==> src/rtl/wasm_mem_access_unit_if.sv <==
// Request/response and linear-memory port bundle for the wasm memory access unit.
// The unit takes the slave view; the execute stage plus memory environment takes the master view.
interface wasm_mem_access_unit_if #(
  parameter int unsigned DATA_WIDTH = 32
);
  logic                  req_valid;
  logic                  req_ready;
  logic                  req_store;
  logic [1:0]            req_size;
  logic                  req_signed;
  logic [31:0]           req_base;
  logic [31:0]           req_offset;
  logic [31:0]           req_wdata;
  logic                  resp_valid;
  logic [31:0]           resp_rdata;
  logic                  resp_trap;
  logic [31:0]           mem_addr;
  logic                  mem_re;
  logic [DATA_WIDTH-1:0] mem_rd_data;
  logic                  mem_rd_data_vld;
  logic                  mem_we;
  logic [DATA_WIDTH-1:0] mem_wr_data;

  modport master (
    output req_valid, req_store, req_size, req_signed, req_base, req_offset, req_wdata,
    output mem_rd_data, mem_rd_data_vld,
    input  req_ready, resp_valid, resp_rdata, resp_trap,
    input  mem_addr, mem_re, mem_we, mem_wr_data
  );

  modport slave (
    input  req_valid, req_store, req_size, req_signed, req_base, req_offset, req_wdata,
    input  mem_rd_data, mem_rd_data_vld,
    output req_ready, resp_valid, resp_rdata, resp_trap,
    output mem_addr, mem_re, mem_we, mem_wr_data
  );
endinterface

==> src/rtl/wasm_mem_access_unit.sv <==
// Byte-addressed wasm i32 load/store front end: bounds check, word splitting for unaligned
// accesses, read-modify-write for partial stores, sign/zero extension of load data.
module wasm_mem_access_unit #(
  parameter int unsigned DEPTH      = 1024,
  parameter int unsigned DATA_WIDTH = 32
) (
  input logic                  clk,
  input logic                  rst,
  wasm_mem_access_unit_if.slave bus
);

  localparam logic [2:0] IDLE = 3'd0;
  localparam logic [2:0] RD0  = 3'd1;
  localparam logic [2:0] RD1  = 3'd2;
  localparam logic [2:0] WR0  = 3'd3;
  localparam logic [2:0] WR1  = 3'd4;
  localparam logic [2:0] DONE = 3'd5;

  localparam logic [33:0] LIMIT = 34'(4 * DEPTH);

  logic [2:0]            state_q, state_d;
  logic                  store_q;
  logic [1:0]            size_q;
  logic                  signed_q;
  logic [1:0]            lane_q;
  logic [29:0]           word_q;
  logic [31:0]           wdata_q;
  logic                  trap_q;
  logic                  span_q;
  logic [DATA_WIDTH-1:0] w0_q;
  logic [DATA_WIDTH-1:0] w1_q;

  logic        accept;
  logic [32:0] ea;
  logic [3:0]  nbytes_in;
  logic [33:0] end_addr;
  logic        trap_in;
  logic        span_in;

  // Accept-time decode on the live request fields.
  always_comb begin
    accept    = bus.req_valid & bus.req_ready;
    ea        = {1'b0, bus.req_base} + {1'b0, bus.req_offset};
    nbytes_in = 4'd1 << bus.req_size;
    end_addr  = {1'b0, ea} + {30'd0, nbytes_in};
    trap_in   = ea[32] | (end_addr > LIMIT) | (bus.req_size == 2'd3);
    span_in   = ({2'b00, ea[1:0]} + nbytes_in) > 4'd4;
  end

  logic [7:0]  byte_mask;
  logic [63:0] bit_mask;
  logic [63:0] wdata_sh;
  logic [63:0] merged;
  logic [31:0] rd_sh;
  logic [31:0] load_val;

  // Store merge over the {w1, w0} window and load extraction from the same window.
  always_comb begin
    unique case (size_q)
      2'd0:    byte_mask = 8'h01;
      2'd1:    byte_mask = 8'h03;
      default: byte_mask = 8'h0F;
    endcase
    byte_mask = byte_mask << lane_q;
    bit_mask  = '0;
    for (int i = 0; i < 8; i++) begin
      bit_mask[8*i +: 8] = {8{byte_mask[i]}};
    end
    wdata_sh = {32'd0, wdata_q} << {lane_q, 3'b000};
    merged   = ({w1_q, w0_q} & ~bit_mask) | (wdata_sh & bit_mask);

    rd_sh = 32'({w1_q, w0_q} >> {lane_q, 3'b000});
    unique case (size_q)
      2'd0:    load_val = {{24{signed_q & rd_sh[7]}}, rd_sh[7:0]};
      2'd1:    load_val = {{16{signed_q & rd_sh[15]}}, rd_sh[15:0]};
      default: load_val = rd_sh;
    endcase
  end

  always_comb begin
    state_d = state_q;
    case (state_q)
      IDLE: if (accept) state_d = trap_in ? DONE : RD0;
      RD0: begin
        if (bus.mem_rd_data_vld) begin
          if (span_q)       state_d = RD1;
          else if (store_q) state_d = WR0;
          else              state_d = DONE;
        end
      end
      RD1:     if (bus.mem_rd_data_vld) state_d = store_q ? WR0 : DONE;
      WR0:     state_d = span_q ? WR1 : DONE;
      WR1:     state_d = DONE;
      DONE:    state_d = IDLE;
      default: state_d = IDLE;
    endcase
  end

  // Outputs decode from state only, so an asynchronous reset silences the memory port at once.
  always_comb begin
    bus.req_ready   = (state_q == IDLE) & ~rst;
    bus.resp_valid  = 1'b0;
    bus.resp_rdata  = '0;
    bus.resp_trap   = 1'b0;
    bus.mem_addr    = '0;
    bus.mem_re      = 1'b0;
    bus.mem_we      = 1'b0;
    bus.mem_wr_data = '0;
    case (state_q)
      RD0: begin
        bus.mem_re   = 1'b1;
        bus.mem_addr = {2'b00, word_q};
      end
      RD1: begin
        bus.mem_re   = 1'b1;
        bus.mem_addr = {2'b00, word_q + 30'd1};
      end
      WR0: begin
        bus.mem_we      = 1'b1;
        bus.mem_addr    = {2'b00, word_q};
        bus.mem_wr_data = merged[31:0];
      end
      WR1: begin
        bus.mem_we      = 1'b1;
        bus.mem_addr    = {2'b00, word_q + 30'd1};
        bus.mem_wr_data = merged[63:32];
      end
      DONE: begin
        bus.resp_valid = 1'b1;
        bus.resp_trap  = trap_q;
        bus.resp_rdata = (store_q | trap_q) ? 32'd0 : load_val;
      end
      default: ;
    endcase
  end

  always_ff @(posedge clk or posedge rst) begin
    if (rst) begin
      state_q  <= IDLE;
      store_q  <= 1'b0;
      size_q   <= 2'd0;
      signed_q <= 1'b0;
      lane_q   <= 2'd0;
      word_q   <= '0;
      wdata_q  <= '0;
      trap_q   <= 1'b0;
      span_q   <= 1'b0;
      w0_q     <= '0;
      w1_q     <= '0;
    end else begin
      state_q <= state_d;
      if (accept) begin
        store_q  <= bus.req_store;
        size_q   <= bus.req_size;
        signed_q <= bus.req_signed;
        lane_q   <= ea[1:0];
        word_q   <= ea[31:2];
        wdata_q  <= bus.req_wdata;
        trap_q   <= trap_in;
        span_q   <= span_in;
      end
      if (state_q == RD0 && bus.mem_rd_data_vld) w0_q <= bus.mem_rd_data;
      if (state_q == RD1 && bus.mem_rd_data_vld) w1_q <= bus.mem_rd_data;
    end
  end

endmodule

==> src/flat_wrapper.sv <==
// flat-port wrapper written by rule: the top's interface ports become plain ports
module wasm_mem_access_unit_flat 
#(
  parameter int unsigned DEPTH      = 1024,
  parameter int unsigned DATA_WIDTH = 32
)
  (clk, rst, bus_req_valid, bus_req_store, bus_req_size, bus_req_signed, bus_req_base, bus_req_offset, bus_req_wdata, bus_mem_rd_data, bus_mem_rd_data_vld, bus_req_ready, bus_resp_valid, bus_resp_rdata, bus_resp_trap, bus_mem_addr, bus_mem_re, bus_mem_we, bus_mem_wr_data);
  wasm_mem_access_unit_if #(.DATA_WIDTH(DATA_WIDTH)) bus_i ();
  input logic clk;
  input logic rst;
  input wire logic [$bits(bus_i.req_valid)-1:0] bus_req_valid;
  input wire logic [$bits(bus_i.req_store)-1:0] bus_req_store;
  input wire logic [$bits(bus_i.req_size)-1:0] bus_req_size;
  input wire logic [$bits(bus_i.req_signed)-1:0] bus_req_signed;
  input wire logic [$bits(bus_i.req_base)-1:0] bus_req_base;
  input wire logic [$bits(bus_i.req_offset)-1:0] bus_req_offset;
  input wire logic [$bits(bus_i.req_wdata)-1:0] bus_req_wdata;
  input wire logic [$bits(bus_i.mem_rd_data)-1:0] bus_mem_rd_data;
  input wire logic [$bits(bus_i.mem_rd_data_vld)-1:0] bus_mem_rd_data_vld;
  output wire logic [$bits(bus_i.req_ready)-1:0] bus_req_ready;
  output wire logic [$bits(bus_i.resp_valid)-1:0] bus_resp_valid;
  output wire logic [$bits(bus_i.resp_rdata)-1:0] bus_resp_rdata;
  output wire logic [$bits(bus_i.resp_trap)-1:0] bus_resp_trap;
  output wire logic [$bits(bus_i.mem_addr)-1:0] bus_mem_addr;
  output wire logic [$bits(bus_i.mem_re)-1:0] bus_mem_re;
  output wire logic [$bits(bus_i.mem_we)-1:0] bus_mem_we;
  output wire logic [$bits(bus_i.mem_wr_data)-1:0] bus_mem_wr_data;
  assign bus_i.req_valid = bus_req_valid;
  assign bus_i.req_store = bus_req_store;
  assign bus_i.req_size = bus_req_size;
  assign bus_i.req_signed = bus_req_signed;
  assign bus_i.req_base = bus_req_base;
  assign bus_i.req_offset = bus_req_offset;
  assign bus_i.req_wdata = bus_req_wdata;
  assign bus_i.mem_rd_data = bus_mem_rd_data;
  assign bus_i.mem_rd_data_vld = bus_mem_rd_data_vld;
  assign bus_req_ready = bus_i.req_ready;
  assign bus_resp_valid = bus_i.resp_valid;
  assign bus_resp_rdata = bus_i.resp_rdata;
  assign bus_resp_trap = bus_i.resp_trap;
  assign bus_mem_addr = bus_i.mem_addr;
  assign bus_mem_re = bus_i.mem_re;
  assign bus_mem_we = bus_i.mem_we;
  assign bus_mem_wr_data = bus_i.mem_wr_data;
  wasm_mem_access_unit #(.DEPTH(DEPTH), .DATA_WIDTH(DATA_WIDTH)) u_core (.clk(clk), .rst(rst), .bus(bus_i));
endmodule
==> config.mk <==
export PLATFORM = sky130hd
export DESIGN_NAME = wasm_mem_access_unit_flat
export DESIGN_NICKNAME = d
export VERILOG_FILES = /design/src/rtl/wasm_mem_access_unit_if.sv /design/src/rtl/wasm_mem_access_unit.sv /design/src/flat_wrapper.sv
export SDC_FILE = /design/constraint.sdc
export NUM_CORES = 1
export LEC_CHECK = 0
export CORE_ASPECT_RATIO = 1.25
export CORE_MARGIN = 3
export CORE_UTILIZATION = 53
export CTS_CLUSTER_DIAMETER = 50
export DETAILED_ROUTE_END_ITERATION = 12
export HOLD_SLACK_MARGIN = 0.02
export PLACE_DENSITY = 0.86
export RECOVER_POWER = 100
export SLEW_MARGIN = 20
export SYNTH_ARGS = -nofsm -noshare
export SYNTH_HDL_FRONTEND = slang
export SYNTH_SLANG_ARGS = --single-unit
==> constraint.sdc <==
create_clock -name clk -period 4.75 [get_ports clk]
set_input_delay 0.475 -clock clk [delete_from_list [all_inputs] [get_ports clk]]
set_output_delay 0.475 -clock clk [all_outputs]
set_load 0.005 [all_outputs]
# Word level (Yosys, flattened, before mapping)
# Index checks and enable logic that the tools add are counted.
word_totals:
  in_bits: 136
  out_inout_bits: 101
  ff_bits: 137
op_classes:
  reduce_logical: 9
  order_cmp: 2
  eq_ne: 10
  n_shift: 4
  add_sub_neg: 4
  n_mux: 18
  bitwise_logic: 12
ops:
  columns: ["op", "n"]
  rows:
  - ["AND 64 bit", 2]
  - ["one-hot mux 32 bit (2 select lines)", 2]
  - ["two-way mux 32 bit", 2]
  - ["NOT 64 bit", 1]
  - ["bitwise OR 64 bit", 1]
  - ["<< shifter 32 x 5 -> 64 bit", 1]
  - [">> shifter 64 x 5 -> 32 bit", 1]
  - ["one-hot mux 30 bit (2 select lines)", 1]
  - ["adder 33 x 4 -> 34 bit", 1]
  - ["> comparator 34 x 13 -> 1 bit (second input constant)", 1]
  - ["adder 32 x 32 -> 33 bit", 1]
  - ["adder 30 x 1 -> 30 bit (second input constant)", 1]
  - ["two-way mux 3 bit", 6]
  - ["one-hot mux 3 bit (5 select lines)", 1]
  - ["one-hot mux 4 bit (2 select lines)", 1]
  - ["OR reduction 2 bit", 4]
  - ["<< shifter 4 x 2 -> 8 bit", 1]
  - ["== test 3 x 2 -> 1 bit (second input constant)", 2]
  - ["== test 3 bit (second input constant)", 2]
  - ["two-way mux 1 bit", 5]
  - ["adder 2 x 4 -> 4 bit", 1]
  - ["AND 1 bit", 4]
  - ["> comparator 4 x 3 -> 1 bit (second input constant)", 1]
  - ["!= test 2 bit (second input constant)", 2]
  - ["other kinds (11)", 14]

# Longest topological paths before layout
# Gate-level depths: netlist of run 1.
logic_depth:
  depth_word: 8
  mapped_depth: 17
  ltp_nobuf: 17

# Least setup slack after synthesis of run 1
# No wires, ideal clock.
synth_timing:
  kind: "input-to-reg"
  startpoint: "input port bus_req_offset[0]"
  endpoint: "register u_core.state_q[2]"
  path_slack_ns: 0.894
  t_arrival_ns: 3.713
  path_stages: 16
  setup_ns: 0.143
  n_path_buf: 0
  required_time_ns: 4.607
  path_cell_list: "ha_1 inv_1 fa_1 xnor2_1 ha_1 nor2b_1 o21a_1 o21ai_1 nor4_2 nand4_1 nor3_4 and4_1 o2111a_1 o22ai_2 nor4b_4 o221ai_2"
synth_via:
  elab_chain_cells: 8
synth_rtl:
  columns: ["element", "line", "source"]
  rows:
  - ["start: declaration", "flat_wrapper.sv:16", "input wire logic [$bits(bus_i.req_offset)-1:0] bus_req_offset;"]
  - ["adder 32 x 32 -> 33 bit", "wasm_mem_access_unit.sv:43", "ea = {1'b0, bus.req_base} + {1'b0, bus.req_offset};"]
  - ["named net u_core.ea[2]", "wasm_mem_access_unit.sv:34", "logic [32:0] ea;"]
  - ["adder 33 x 4 -> 34 bit", "wasm_mem_access_unit.sv:45", "end_addr = {1'b0, ea} + {30'd0, nbytes_in};"]
  - ["> comparator 34 x 13 -> 1 bit", "wasm_mem_access_unit.sv:46", "trap_in = ea[32] | (end_addr > LIMIT) | (bus.req_size == 2'd3);"]
  - ["bitwise OR 1 bit (2 in a row)", "wasm_mem_access_unit.sv:46", null]
  - ["two-way mux 3 bit (2 in a row)", "wasm_mem_access_unit.sv:83", "IDLE: if (accept) state_d = trap_in ? DONE : RD0;"]
  - ["one-hot mux 3 bit (5 select lines)", "wasm_mem_access_unit.sv:82", "case (state_q)"]
  - ["end signal: assignment", "wasm_mem_access_unit.sv:151", "state_q <= state_d;"]
  - ["end: declaration", "wasm_mem_access_unit.sv:21", "logic [2:0] state_q, state_d;"]
# The timed path passes the listed nets, and every way through them passes these cells. The select of a mux whose other input is x is not followed.
# A chain may end at the register's enable or synchronous reset.

# Worst setup path in the final report of run 1
layout_timing:
  startpoint: "register u_core.word_q[2]"
  endpoint: "output port bus_mem_addr[23]"
layout_via:
  elab_chain_cells: 2
layout_rtl:
  columns: ["element", "line", "source"]
  rows:
  - ["start: declaration", "wasm_mem_access_unit.sv:26", "logic [29:0] word_q;"]
  - ["start signal: assignment", "wasm_mem_access_unit.sv:157", "word_q <= ea[31:2];"]
  - ["adder 30 x 1 -> 30 bit", "wasm_mem_access_unit.sv:116, wasm_mem_access_unit.sv:125", null]
  - ["one-hot mux 30 bit (2 select lines)", "wasm_mem_access_unit.sv:109", "case (state_q)"]
  - ["end: declaration", "flat_wrapper.sv:24", "output wire logic [$bits(bus_i.mem_addr)-1:0] bus_mem_addr;"]
# No other way between the ends.

==> out/qor.txt, run 1 <==
DIE
---------------------------------------------------------------------------------
Std-Cell Rows                                                                  59
I/O pins                                                                      237
Core footprint                                                         21000 um^2
Die area                                                               23300 um^2
Vert. Die Dim                                                              170 um
Starting density of the core                                                54.4%
Die outline width                                                          137 um

CLOCKING
---------------------------------------------------------------------------------
Register clock-pin slew on the reported worst setup and hold paths        0.06 ns
Number of buffers between clock root and the deepest sink                       2
Post CTS Setup Buffer Count                                                     0
Clock sink total                                                              137
Number of instances resized during post-cts repair                              0
Worst-skew pair later-pin latency                                         0.42 ns
Buffer cell driving the clock tree root                              sky130_fd_sc_hd__clkbuf_16
Hold bufs inserted after CTS                                                    0
Number of levels in the clock H-tree                                            4
Number of buffers inserted during clock tree synthesis                         17
TritonCTS clock tree                                                        built

LOGIC SYNTHESIS
---------------------------------------------------------------------------------
Number of enable-type register cells in the synthesized netlist                 0
Cell count after synthesis                                                   1284
Top_reg_cell synth                                                   sky130_fd_sc_hd__dfrtp_1
Netlist area before placement                                          11400 um^2
Post-synth top area cell                                             sky130_fd_sc_hd__dfrtp_1
Sequential share of the synthesized area                                    30.0%
Synth cell types                                                               84
Async set or reset register ratio after synthesis                            100%
Top cells by instance count after synthesis                          sky130_fd_sc_hd__nand2_1 (158), sky130_fd_sc_hd__dfrtp_1 (137), sky130_fd_sc_hd__o21ai_0 (129)
Post-synthesis sequential element count                                       137
Number of warnings reported in the yosys synthesis log                          0
Most frequent cell after synthesis                                   sky130_fd_sc_hd__nand2_1
Top post-synthesis cells by area                                     sky130_fd_sc_hd__dfrtp_1 (30%), sky130_fd_sc_hd__mux2_2 (11%), sky130_fd_sc_hd__mux4_2 (5.9%)
Synthesized area divided by synthesized cell count                      8.89 um^2
Fraction of synthesized cell area taken by the top area cell type           30.0%

POWER AND IR DROP
---------------------------------------------------------------------------------
Clock network fraction of total power                                       16.0%
Power density over the cells                                          585 nW/um^2
Reg power frac                                                              31.0%
Total power of the final layout                                           8.49 mW
Part of the power in combinational logic                                    53.0%
Cell internal power dissipation                                           4.83 mW
LEAKAGE                                                                   6.17 nW
Maximum VDD drop                                                         0.249 mV
Switching fraction of total power                                           43.1%
Net Switching                                                             3.66 mW

DETAILED ROUTING
---------------------------------------------------------------------------------
Drt first pass iters                                                            5
Wire length per cell after detailed routing                               20.9 um
Drt drc                                                                         0
Vias per inst                                                                6.43
Drt first-iter violations                                                     949
Number of antenna-violating nets in the routed design                           0
Routed wire length                                                       37000 um
Via count                                                                   11.4k

STA
---------------------------------------------------------------------------------
Actual slew at the worst max-slew pin                                     2.22 ns
Hold slack                                                               0.506 ns
Shortest period the worst path allows                                     4.51 ns
Setup skew after layout                                                0.00788 ns
Hold Fails Final Rpt                                                            0
Final cycle utilization of the critical path                                94.9%
PnR worst setup slack                                                    0.243 ns
Number of setup violations in the final report                                  0
Relative slew slack                                                        -48.0%
Upper clock frequency limit                                               222 MHz
Max Transition Viols Final                                                    137
RSZ-0062 raised after global routing                                        false

SETUP PATH
---------------------------------------------------------------------------------
Reg2reg path depth                                                              5
Element type at the critical path start                                 flip-flop
Cell type with the highest occurrence count on the critical path     sky130_fd_sc_hd__and3_1
Worst-case register-to-register setup slack                               0.59 ns
Chain of cells forming the critical path                             nand3_1 > nor3_1 > and3_1 > and3_1 > and3_1 > and3_1 > and3_1 > nand2_1 > nor2_1 > nand3_1 > xor2_1 > o21ai_0 > clkdlybuf4s50_1
Crit. Startpoint                                                     u_core.word_q[2]
Data required, critical path                                              4.28 ns
Kind of end point of the critical path                                 output pin
Highest net fanout along the worst path                                         6
Critical path destination                                            bus_mem_addr[23]
Cell with the biggest individual delay on the critical path          sky130_fd_sc_hd__clkdlybuf4s50_1
Family with the most delay on the worst path                         simple AND/OR/NAND/NOR gates
Critical path buffer and inverter count                                         1
CP max stage delay                                                        0.55 ns
Type of the setup path with the least slack                          flip-flop to output pin
Origin of the critical flop-to-flop path                             u_core.state_q[0]
Capturing point of the worst reg2reg path                            u_core.w0_q[0]
Crit path arrival time                                                    4.03 ns
Stages on the worst setup path                                                 13

PLACEMENT
---------------------------------------------------------------------------------
Number of input and output port buffers inserted                              234
Worst Setup Slack post-DPL                                            -0.00696 ns
Detailed placement HPWL                                                  27400 um
Routability-driven placement congestion ratio                               0.958

FLOW RUN
---------------------------------------------------------------------------------
Max-cap violation count                                                         3

OUTCOME
---------------------------------------------------------------------------------
Status                                                               finished with violations
Violations in the final reports                                      max-capacitance violations, max-slew violations

FINAL LAYOUT
---------------------------------------------------------------------------------
Final-stage net count                                                        1656
Post-layout utilization of the core                                         69.2%
Share of layout cells above drive strength 1                                15.1%
Area growth from synthesis to layout                                        27.2%
Number of antenna cells inserted                                                0

GRT
---------------------------------------------------------------------------------
Global routing usage summed across all routing layers                       31.4%
Global-route wire length before repair                                   58300 um
Maximum number of pins on one net before global-route repair                   92
Initial antenna violation count                                                 0
Via count of the first global-routing pass                                  11.1k
Final global-route overflow total                                               0

HOLD PATH
---------------------------------------------------------------------------------
Hold Crit Class                                                      flip-flop to flip-flop

-- power by group through the flow --
stage | sequential (mW) | clock, mW | combinational (mW)
floorplan | 2.16 | 0 | 3.17
global placement | 2.54 | 0 | 4.38
detailed placement | 2.59 | 0 | 4.49
CTS | 2.58 | 1.37 | 4.55
global route | 2.70 | 1.41 | 4.88
finish | 2.63 | 1.36 | 4.50
-- logic make-up after synthesis --
family | Yosys count | share of synthesized area, %
buffers and inverters | 112 | 3.87
adder cells (fa/ha/maj) | 39 | 4.41
XOR/XNOR | 32 | 2.52
flip-flops | 137 | 30.0
AO/OA/AOI/OAI | 371 | 20.1
other | 1 | 0.0329
AND/OR/NAND/NOR | 398 | 17.5
multiplexers | 194 | 21.5
-- cells in the final DEF, fill, tap and decap left out, types with 12 or more instances in the layout --
master                            count
sky130_fd_sc_hd__and3_1              29
sky130_fd_sc_hd__nor2_1              72
sky130_fd_sc_hd__nor2b_1             16
sky130_fd_sc_hd__clkbuf_16           17
sky130_fd_sc_hd__a211oi_1            16
sky130_fd_sc_hd__buf_4               12
sky130_fd_sc_hd__xnor2_1             15
sky130_fd_sc_hd__nand2_1            157
sky130_fd_sc_hd__o211ai_1            12
sky130_fd_sc_hd__ha_1                37
sky130_fd_sc_hd__inv_1               31
sky130_fd_sc_hd__nor3_1              16
sky130_fd_sc_hd__nand3_1             18
sky130_fd_sc_hd__dfrtp_1            136
sky130_fd_sc_hd__o21ai_0            131
sky130_fd_sc_hd__mux2i_1             51
sky130_fd_sc_hd__dlygate4sd3_1       92
sky130_fd_sc_hd__mux4_2              30
sky130_fd_sc_hd__o22ai_1             24
sky130_fd_sc_hd__mux2_2             112
sky130_fd_sc_hd__a21o_1              12
sky130_fd_sc_hd__a21oi_1             93
sky130_fd_sc_hd__xor2_1              16
sky130_fd_sc_hd__nand4_1             15
sky130_fd_sc_hd__clkdlybuf4s50_1    142
-- layout make-up --
cell class              count  area, um^2
repair buffers            257        2480
clock inverters            14         174
multi-input cells        1036        7540
flip-flops and latches    137        3430
well taps                 274         343
clock buffers              18         429
fillers                  1653        6450
inverters                  32         125
-- sequential cells by signal, summed over array words and instances, names as in the netlist --
signal / cells
u_core.size_q: 2
u_core.span_q: 1
u_core.wdata_q: 32
u_core.word_q: 30
u_core.state_q: 3
u_core.lane_q: 2
u_core.store_q: 1
u_core.signed_q: 1
u_core.w1_q: 32
u_core.w0_q: 32
u_core.trap_q: 1
-- layer usage --
| layer | global-route usage, % | vias to the layer above | wire length, um |
|---|---|---|---|
| met2 | 54.2 | 660 | 18500 |
| met4 | 17.2 | 0 | 1880 |
| met5 | 0 | - | 0 |
| met3 | 5.41 | 130 | 3060 |
| met1 | 36.9 | 5410 | 13500 |
| li1 | - | 5162 | - |
-- per-stage QoR --
step                instance area [um^2]  std cells  TNS (ns)
floorplan                          11400       1285         0
global placement                   14000       1736         0
detailed placement                 14000       1736  -0.00696
CTS                                14600       1768         0
global route                       14500       1768         0
finish                             14500       1768         0
-- worst min path at each step --
| stage | start | end | slack, ns | cells past startpoint |
|---|---|---|---|---|
| finish | u_core.w1_q[24] | u_core.w1_q[24] | 0.51 | 1 |
| global route | u_core.w1_q[24] | u_core.w1_q[24] | 0.52 | 1 |
| CTS | u_core.w1_q[24] | u_core.w1_q[24] | 0.51 | 1 |
| detailed placement | u_core.w1_q[31] | u_core.w1_q[31] | 0.50 | 1 |
| global placement | u_core.w1_q[24] | u_core.w1_q[24] | 0.49 | 1 |
| floorplan | u_core.trap_q | u_core.trap_q | 0.47 | 2 |
-- worst reg2reg max path: cells and delay by family (launching register included) --
family / cells / cell delay (ns)
buffers and inverters: 2 / 2.52
DFF: 1 / 0.57
and+or+nand+nor: 2 / 0.48
muxes: 1 / 0.48
Power figures use the tool's default switching activity.
==> run 2: changes to the inputs <==
Settings changed: CORE_MARGIN 3 to not set.
==> run 2 against run 1 <==
Net effect:
- the run still ends with max-capacitance violations, max-slew violations left
- worst hold slack improved by 0.011 ns
- total power fell by 0.14%
- maximum frequency is 3.3% higher
- utilization is 0.25 points higher
- global-route usage rose by 2.1 points
- cell count is 0.40% higher
- critical path type unchanged
- setup slack better by 0.14 ns
==> out/qor.txt, run 2 (same netlist as run 1, synthesis figures left out) <==
GRT
---------------------------------------------------------------------------------
Maximum number of pins on one net before global-route repair                  113   +23%
Global routing usage summed across all routing layers                       33.5%   +2.1 points
Initial antenna violation count                                                 0   unchanged
Final global-route overflow total                                               0   unchanged
Global-route wire length before repair                                   58600 um   +0.53%
Via count of the first global-routing pass                                  11.2k   +0.37%

STA
---------------------------------------------------------------------------------
PnR worst setup slack                                                    0.385 ns   +0.142 ns
Hold slack                                                               0.517 ns   +0.0108 ns
Actual slew at the worst max-slew pin                                     2.47 ns   +0.248 ns
Final cycle utilization of the critical path                                91.9%   -3.0 points
Upper clock frequency limit                                               229 MHz   +3.3%
Relative slew slack                                                        -64.5%   -17 points
Sum of negative setup slack                                                  0 ns   unchanged
Max Transition Viols Final                                                    185   +35%
Setup skew after layout                                                 0.0120 ns   +0.00416 ns
Number of setup violations in the final report                                  0   unchanged
Shortest period the worst path allows                                     4.37 ns   -0.142 ns
RSZ-0062 raised after global routing                                        false
Hold Fails Final Rpt                                                            0   unchanged

CLOCKING
---------------------------------------------------------------------------------
Clock sink total                                                              137   unchanged
Buffer cell driving the clock tree root                              sky130_fd_sc_hd__clkbuf_16
Number of levels in the clock H-tree                                            4   unchanged
Hold bufs inserted after CTS                                                    0   unchanged
Worst-skew pair later-pin latency                                         0.43 ns   about the same
Number of instances resized during post-cts repair                              0   unchanged
Register clock-pin slew on the reported worst setup and hold paths        0.06 ns   about the same
TritonCTS clock tree                                                        built
Number of buffers between clock root and the deepest sink                       2   unchanged
Post CTS Setup Buffer Count                                                     0   unchanged
Number of buffers inserted during clock tree synthesis                         17   unchanged

PLACEMENT
---------------------------------------------------------------------------------
Routability-driven placement congestion ratio                               0.914   -4.6%
Detailed placement HPWL                                                  26900 um   -2.0%
Area post-placement                                                    14000 um^2   +0.38%
Number of input and output port buffers inserted                              234   unchanged
Cells after DPL                                                              1743   +0.40%
Worst Setup Slack post-DPL                                              0.0685 ns   +0.0755 ns

SETUP PATH
---------------------------------------------------------------------------------
Crit path arrival time                                                    3.89 ns   -0.14 ns
Capturing point of the worst reg2reg path                            u_core.w0_q[27]
Origin of the critical flop-to-flop path                             u_core.state_q[0]
Chain of cells forming the critical path                             clkbuf_2 > mux2i_1 > nor2b_1 > a211oi_1 > a21oi_1 > o21ai_0 > dlygate4sd3_1
Data required, critical path                                              4.28 ns   about the same
Cell with the biggest individual delay on the critical path          sky130_fd_sc_hd__clkbuf_2
Highest net fanout along the worst path                                        45   +39
Type of the setup path with the least slack                          flip-flop to output pin
Kind of end point of the critical path                                 output pin
Reg2reg path depth                                                              6   +1
Element type at the critical path start                                 flip-flop
Worst-case register-to-register setup slack                               1.31 ns   +0.72 ns
CP max stage delay                                                        0.92 ns   +0.37 ns

POWER AND IR DROP
---------------------------------------------------------------------------------
Switching fraction of total power                                           42.7%   -0.37 points
Power density over the cells                                          582 nW/um^2   -0.50%
Part of the power in combinational logic                                    53.2%   +0.2 points
Clock network fraction of total power                                       16.0%   about the same
Cell internal power dissipation                                           4.86 mW   +0.52%
Reg power frac                                                              30.8%   -0.2 points
Net Switching                                                             3.62 mW   -1.0%
LEAKAGE                                                                   6.18 nW   +0.19%
Maximum VDD drop                                                         0.335 mV   +34%

HOLD PATH
---------------------------------------------------------------------------------
End of the worst hold path                                           u_core.w1_q[31]
Cell count of the worst hold path                                               1   unchanged
Hold Crit Class                                                      flip-flop to flip-flop
Startpoint of the lowest-slack hold path                             u_core.w1_q[31]

FINAL LAYOUT
---------------------------------------------------------------------------------
Share of layout cells above drive strength 1                                15.4%   +0.26 points
Layout filler cell count                                                     1629   -1.5%
Area growth from synthesis to layout                                        27.6%
Number of antenna cells inserted                                                0   unchanged
Post-route cell area                                                   14600 um^2   +0.36%
Most common cell after layout, fill and taps aside                   sky130_fd_sc_hd__nand2_1
Non-filler instance count after layout                                       1775   +0.40%
Regs by FF count                                                     u_core.w0_q x32, u_core.w1_q x32, u_core.wdata_q x32
Final-stage net count                                                        1663   +0.42%
Most frequent cells in the layout                                    sky130_fd_sc_hd__nand2_1 (157), sky130_fd_sc_hd__clkdlybuf4s50_1 (148), sky130_fd_sc_hd__dfrtp_1 (136), sky130_fd_sc_hd__o21ai_0 (131), sky130_fd_sc_hd__mux2_2 (111)

DETAILED ROUTING
---------------------------------------------------------------------------------
Vias per inst                                                                6.47   +0.63%
Number of antenna-violating nets in the routed design                           0   unchanged
Drt drc                                                                         0   unchanged
Drt first pass iters                                                            7   +2
Via count                                                                   11.5k   +1.0%
Total met2 wirelength after detailed routing                             18400 um   -0.73%
Uppermost layer routed                                                       met4
Routed wire length                                                       36600 um   -1.1%
Drt first-iter violations                                                    1187   +25%
DRT met1 WL                                                              13400 um   -0.88%
Routed length on met3                                                     2910 um   -4.7%
Wire length per cell after detailed routing                               20.6 um   -1.5%

DIE
---------------------------------------------------------------------------------
Vert. Die Dim                                                              166 um   -2.4%
Starting density of the core                                                54.4%   unchanged
I/O pins                                                                      237   unchanged
Die area                                                               22100 um^2   -5.2%
Std-Cell Rows                                                                  59   unchanged
Core footprint                                                         21000 um^2   unchanged
Die outline width                                                          133 um   -2.9%

OUTCOME
---------------------------------------------------------------------------------
Status                                                               finished with violations
Violations in the final reports                                      max-capacitance violations, max-slew violations

FLOW RUN
---------------------------------------------------------------------------------
Max-cap violation count                                                         3   unchanged

==> run 2: changes by cell type in the layout (fill, tap and decap cells not counted), moves of 2 or more <==
cell and delta:
sky130_fd_sc_hd__clkbuf_1 +5, sky130_fd_sc_hd__nor2b_2 -2, sky130_fd_sc_hd__dlygate4sd3_1 -6, sky130_fd_sc_hd__nor2b_1 +2, sky130_fd_sc_hd__clkdlybuf4s50_1 +6, sky130_fd_sc_hd__buf_4 +6, sky130_fd_sc_hd__inv_6 -2
==> run 2: cell type report <==
cell class	count	area, um^2	share of cell area (%)
clock buffer	22	454	3.12
timing repair buffer	264	2520	17.3
multi-input combinational	1036	7550	51.8
inverter	32	124	0.850
clock inverter	10	144	0.988
tap	274	343	2.35
sequential	137	3430	23.6
==> run 2: how the worst max path moves through the flow <==
stage	startpoint	end	slack, ns	cells after the start
finish	u_core.lane_q[0]	bus_mem_wr_data[27]	0.38	7
global route	u_core.word_q[3]	bus_mem_addr[23]	0.01	13
CTS	u_core.word_q[3]	bus_mem_addr[23]	0.33	13
detailed placement	bus_req_offset[0]	u_core.state_q[2]	0.07	16
global placement	bus_req_offset[0]	u_core.state_q[2]	0.02	16
floorplan	rst	u_core.lane_q[0]	0.61	1
==> run 2: through the flow <==
stage	util (%)	total power [mW]
3_3_place_gp	66.9	6.91
2_1_floorplan	-	5.33
5_1_grt	69.5	8.95
4_1_cts	69.7	8.47
6_report	69.5	8.48
3_5_place_dp	66.9	7.07
==> run 2: power by group through the flow <==
stage,logic [mW],registers [mW],clock network (mW)
floorplan,3.17,2.16,0
global placement,4.39,2.52,0
detailed placement,4.50,2.56,0
CTS,4.56,2.55,1.36
global route,4.87,2.67,1.41
finish,4.51,2.61,1.36
==> run 2: critical path: cells and delay by family (launching register included) <==
| family | cells | cell delay [ns] |
|---|---|---|
| AND/OR/NAND/NOR | 1 | 0.20 |
| AO/OA/AOI/OAI | 3 | 0.62 |
| buffers and inverters | 2 | 1.53 |
| flip-flops | 1 | 0.85 |
| multiplexers | 1 | 0.25 |
==> run 2: per-layer routing <==
| metal | vias up | GRT usage, % |
|---|---|---|
| li1 | 5179 | - |
| met1 | 5476 | 39.9 |
| met2 | 700 | 58.5 |
| met3 | 124 | 4.15 |
| met4 | 0 | 17.5 |
| met5 | - | 0 |
==> edit 1 (config.mk and constraints of run 1) <==
`DEPTH` is set to 1024 in 2 places; all go to 512.
--- a/src/rtl/wasm_mem_access_unit.sv
+++ b/src/rtl/wasm_mem_access_unit.sv
@@ -3,3 +3,3 @@
 module wasm_mem_access_unit #(
-  parameter int unsigned DEPTH      = 1024,
+  parameter int unsigned DEPTH      = 512,
   parameter int unsigned DATA_WIDTH = 32
--- a/src/flat_wrapper.sv
+++ b/src/flat_wrapper.sv
@@ -3,3 +3,3 @@
 #(
-  parameter int unsigned DEPTH      = 1024,
+  parameter int unsigned DEPTH      = 512,
   parameter int unsigned DATA_WIDTH = 32
Function: changed (a bounded check fails within 4 cycles, from zero or initial values and one cycle with rst high).
==> edit 1 against run 1 <==
The run still ends with capacitance limit, slew limit left. Cell area increased by 2.8%. Count of clock-buffer cells in the layout is 4 higher. Sequential share of layout area decreased by 0.63 points. Routed wire length decreased by 0.53%. Synthesized cell count up 3.2%. Synthesized area is 2.0% lower. Die area decreased by 2.0%. Non-clock buffer count up 83. Setup slack lost 0.076 ns. Critical path depth is 2 higher. Total power shrank 1.5%. Sequential cell count did not move. Largest power group unchanged.
==> edit 1: results (changes against run 1) <==
* Top sig layer: met5 (was met4)
* Max_cap viols at 6 (was 3)
* DP HPWL at 28.24 mm (was 27.43 mm)
* Hold worst-path end: u_core.w1_q[29] (was u_core.w1_q[24])
* Sequential-to-total area share from yosys stat at 30.66% (was 30.04%)
* Slew HR at -57.47% (was -47.98%)
* Via Count at 11600 (was 11360)
* CP arrival at 4.86 ns (was 4.03 ns)
* Fin nets at 1778 (was 1656)
* Cell total after placement at 1854 (was 1736)
* All-layer global routing usage at 31.98% (was 31.41%)
* Synth area leaders: dfrtp_1 (31%), nand2_1 (8.4%), mux2_2 (7.1%), mux4_2 (6.0%), o21ai_0 (5.2%) (was dfrtp_1 (30%), mux2_2 (11%), mux4_2 (5.9%), o21ai_0 (5.7%), nand2_1 (5.2%))
* Compound-cell area share of the yosys netlist at 19.89% (was 20.08%)
* Violated checks: capacitance limit, slew limit (unchanged)
* Final worst setup slack at 0.1669 ns (was 0.2427 ns)
* Yosys cell types at 78 (was 84)
* Met3 wire length at 3.078 mm (was 3.057 mm)
* Top cell types by occurrence after synthesis: nand2_1 (250), dfrtp_1 (137), o21ai_0 (116), a21oi_1 (99), nor2_1 (73) (was nand2_1 (158), dfrtp_1 (137), o21ai_0 (129), mux2_2 (113), a21oi_1 (92))
* Reg2reg setup slack at 0.71 ns (was 0.59 ns)
* Fin. max-slew vios at 290 (was 137)
* DR WL met2 at 18.16 mm (was 18.53 mm)
* Minimum hold slack at 0.5101 ns (was 0.5063 ns)
* Vias per cell at 6.151 (was 6.426)
* Crit Path Max Fanout at 4 (was 6)
* Synthesized-area fraction occupied by adder cells at 4.499% (was 4.407%)
* DRT Pass-1 Iters at 6 (was 5)
* HP Start: u_core.w1_q[29] (was u_core.w1_q[24])
* RR Endpoint: u_core.w0_q[7] (was u_core.w0_q[0])
* Detailed Route WL at 36.78 mm (was 36.98 mm)
* Metal1 wirelength at 13.36 mm (was 13.50 mm)
* Placed inst area at 14340 µm² (was 13970 µm²)
* Largest net degree at the start of global routing at 110 (was 92)
* Global-route wire length before repair at 58.68 mm (was 58.31 mm)
* Outcome: finished with violations (unchanged)
* Peak VDD IR at 0.2717 mV (was 0.2494 mV)
* Share of cells above drive strength 1 at 16.21% (was 15.13%)
* GPL Wtd Cong at 0.9400 (was 0.9581)
* Dpl ws at -0.3792 ns (was -0.006955 ns)
* Synth Area per Inst at 8.438 µm² (was 8.889 µm²)
edit 1: report_power, final:
part           switching (µW)  internal, µW  total, µW
combinational            2200          2170       4370
clock                     512           883       1390
sequential                861          1730       2600
edit 1: worst max path at each step:
| stage | start | endpoint | depth (start not counted) |
|---|---|---|---|
| 2_1_floorplan | bus_req_offset[0] | u_core.state_q[2] | 14 |
| 3_3_place_gp | bus_req_offset[0] | u_core.trap_q | 15 |
| 3_5_place_dp | bus_req_offset[0] | u_core.state_q[2] | 15 |
| 4_1_cts | bus_req_offset[0] | u_core.state_q[2] | 15 |
| 5_1_grt | bus_req_offset[1] | u_core.state_q[2] | 15 |
| 6_report | bus_req_offset[0] | u_core.state_q[2] | 15 |
edit 1: critical path, cell delays in order:
cell and delay, ns:
clkdlybuf4s50_1 0.41, ha_1 0.23, fa_2 0.36, a21o_1 0.18, and4_4 0.20, o21ai_4 0.16, nand2_1 0.10, xnor2_1 0.15
or4_4 0.54, or4_4 0.45, or4_4 0.54, o21ba_1 0.21, or4_4 0.54, nor4_4 0.24, o21ai_1 0.08
edit 1: cells by family after synthesis:
| family | Yosys count |
|---|---|
| XOR/XNOR | 43 |
| other | 1 |
| AND/OR/NAND/NOR | 483 |
| adder cells (fa/ha/maj) | 39 |
| AO/OA/AOI/OAI | 361 |
| multiplexers | 147 |
| buffers and inverters | 114 |
| flip-flops | 137 |
edit 1: final cells by class:
type,instances,area (µm²)
multi-input combinational,1075,7313
clock inverter,10,141.4
sequential,137,3432
tap,270,337.8
fill,1516,5464
clock buffer,22,484.2
timing repair buffer,340,3095
inverter,32,123.9
edit 1: metal layers:
metal  global-route usage, %  vias to the layer above
li1                        -                     5380
met4                   16.97                        6
met3                   5.708                      142
met2                   55.16                      623
met5                       0                        -
met1                   37.73                     5450
==> edit 2 (flow settings as in run 1) <==
Without the edit above. Reset style: synchronous (`rst`), changed in one clocked block. Comments in the files are not updated.
--- a/src/rtl/wasm_mem_access_unit.sv
+++ b/src/rtl/wasm_mem_access_unit.sv
@@ -136,3 +136,3 @@
 
-  always_ff @(posedge clk or posedge rst) begin
+  always_ff @(posedge clk) begin
     if (rst) begin
Formal check against the unedited RTL: differs if rst is asserted again (counterexample within 4 cycles, from zero or initial values and one cycle with rst high); with rst held inactive, the same outputs for 4 cycles.
==> edit 2 against run 1 <==
The run still ends with capacitance limit, slew limit left. Via count is 10% higher. Synthesized area is 3.8% lower. Sequential cell count stayed put. Sequential share of layout area is 4.1 points lower. Setup slack better by 0.014 ns. Cell area is 3.1% lower. Routed wire length is 9.3% higher.
Power is not compared: it rests on default switching activity, and its combinational part moved more than twofold at a synthesized area within 25%.
==> edit 2: results (changes against run 1) <==
* Largest regs: u_core.w0_q x32, u_core.w1_q x32, u_core.wdata_q x32 (unchanged)
* Top cell types by occurrence after synthesis: nand2_1 (328), a21oi_1 (156), dfxtp_1 (137), o21ai_0 (121), clkbuf_1 (93) (was nand2_1 (158), dfrtp_1 (137), o21ai_0 (129), mux2_2 (113), a21oi_1 (92))
* Hold Crit Class: register to register (unchanged)
* Root Buffer: clkbuf_16 (unchanged)
* Via Count at 12540 (was 11360)
* FILL cells at 1706 (was 1653)
* HP Start: u_core.w1_q[27] (was u_core.w1_q[24])
* Clk_lat worst skew at 0.43 ns
* CTS buffer count at 17 (unchanged)
* Sequential-to-total area share from yosys stat at 24.98% (was 30.04%)
* Share of cells above drive strength 1 at 7.756% (was 15.13%)
* All-layer global routing usage at 34.56% (was 31.41%)
* Largest net degree at the start of global routing at 101 (was 92)
* CP arrival at 4.02 ns (was 4.03 ns)
* 1st-iter DRT viols at 1270 (was 949)
* Global-route wire length before repair at 61.98 mm (was 58.31 mm)
* Vias in the first global route at 11680 (was 11110)
* DRT Pass-1 Iters at 8 (was 5)
* Setup crit start: u_core.lane_q[0] (was u_core.word_q[2])
* Post-synth top flop: dfxtp_1 (was dfrtp_1)
* Fin. max-slew vios at 194 (was 137)
* Post-CTS setup buffers at 0 (unchanged)
* Worst r2r src: u_core.state_q[0] (unchanged)
* Vias per cell at 6.360 (was 6.426)
* Placed inst area at 13530 µm² (was 13970 µm²)
* Slew HR at -158.8% (was -47.98%)
* N_diodes at 0 (unchanged)
* Crit Path Max Fanout at 32 (was 6)
* Peak VDD IR at 0.3026 mV
* Cells after synthesis at 1506 (was 1284)
* Synth area leaders: dfxtp_1 (25%), nand2_1 (11%), a21oi_1 (7.1%), mux4_2 (6.2%), o21ai_0 (5.5%) (was dfrtp_1 (30%), mux2_2 (11%), mux4_2 (5.9%), o21ai_0 (5.7%), nand2_1 (5.2%))
* Switching pwr at 1694 µW
* WL/cell at 20.49 µm (was 20.91 µm)
* DP HPWL at 30.52 mm (was 27.43 mm)
* Grt total ovfl at 0 (unchanged)
* Worst-case clock skew at 0.01201 ns (was 0.007883 ns)
* Initial antenna violation count at 1 (was 0)
* Max_cap viols at 4 (was 3)
* Fin nets at 1864 (was 1656)
* Ys async rst share at 0% (was 100.0%)
* GPL Wtd Cong at 1.044 (was 0.9581)
* Yosys cell types at 79 (was 84)
* Dpl ws at -0.01220 ns (was -0.006955 ns)
* Violated checks: capacitance limit, slew limit (unchanged)
* Outcome: finished with violations (unchanged)
* Leakage at 0.005334 µW
* Worst-path clk slew at 0.06 ns (about the same)
[edit 2: kinds of logic (layout without fill, tap and decap cells)]
group	Yosys count	in the layout	synth area share, %
xor gates and xnor gates	37	37	2.952
AOI/OAI and AO/OA	424	424	22.77
muxes	81	81	10.86
other	1	2	0.03416
DFF	137	137	24.98
adders and majority gates	39	39	4.582
and+or+nand+nor	655	655	29.04
buffers and inverters	132	327	4.775
[edit 2: per-stage QoR]
step | total power, µW | setup TNS, ns | utilization (%) | hold WS [ns]
2_1_floorplan | 2432 | 0 | - | 0.4366
3_5_place_dp | 3057 | -0.01220 | 66.83 | 0.4491
4_1_cts | 4336 | 0 | 69.64 | 0.4409
3_3_place_gp | 3028 | 0 | 66.83 | 0.4440
6_report | 4341 | 0 | 69.48 | 0.4570
5_1_grt | 4552 | 0 | 69.48 | 0.4715
[edit 2: layer usage]
metal	wire length (µm)	up-vias	share of wire, %	GRT usage (%)
met1	14280	5785	35	38.28
met4	3058	2	7.6	21.26
li1	-	5810	-	-
met5	13	-	0.032	0
met3	3240	200	8.0	6.103
met2	19820	744	49	60.74
[edit 2: cell type report]
type	count	area (µm²)	share of cell area [%]
clock buffers	18	439.2	3.122
clock inverters	14	128.9	0.9161
inverters	22	82.58	0.5870
multi-input cells	1238	7729	54.94
flip-flops and latches	137	2745	19.51
well taps	270	337.8	2.402
repair buffers	273	2605	18.52
[edit 2: final timing paths]
check                                          end  slack (ns)  depth (start not counted)
worst max-delay path            bus_resp_rdata[24]        0.26                          7
worst min-delay path               u_core.w1_q[27]        0.46                          2
worst max register to register  u_core.wdata_q[19]        1.22                          5
worst min register to register     u_core.w1_q[27]        0.46                          2
[edit 2: worst max-delay path, cell delays in order (launching register included)]
cell           delay, ns
dfxtp_2             1.00
mux4_2              0.65
nand2_1             0.08
o21ai_0             0.08
a21oi_1             0.14
or2_0               0.79
a21oi_1             0.19
dlygate4sd3_1       0.65
[edit 2: power by group through the flow]
stage          sequential [µW]  combinational, µW  clock, µW
2_1_floorplan             1380               1050          0
3_3_place_gp              1500               1530          0
3_5_place_dp              1510               1550          0
4_1_cts                   1480               1560       1300
5_1_grt                   1510               1700       1350
6_report                  1490               1560       1290
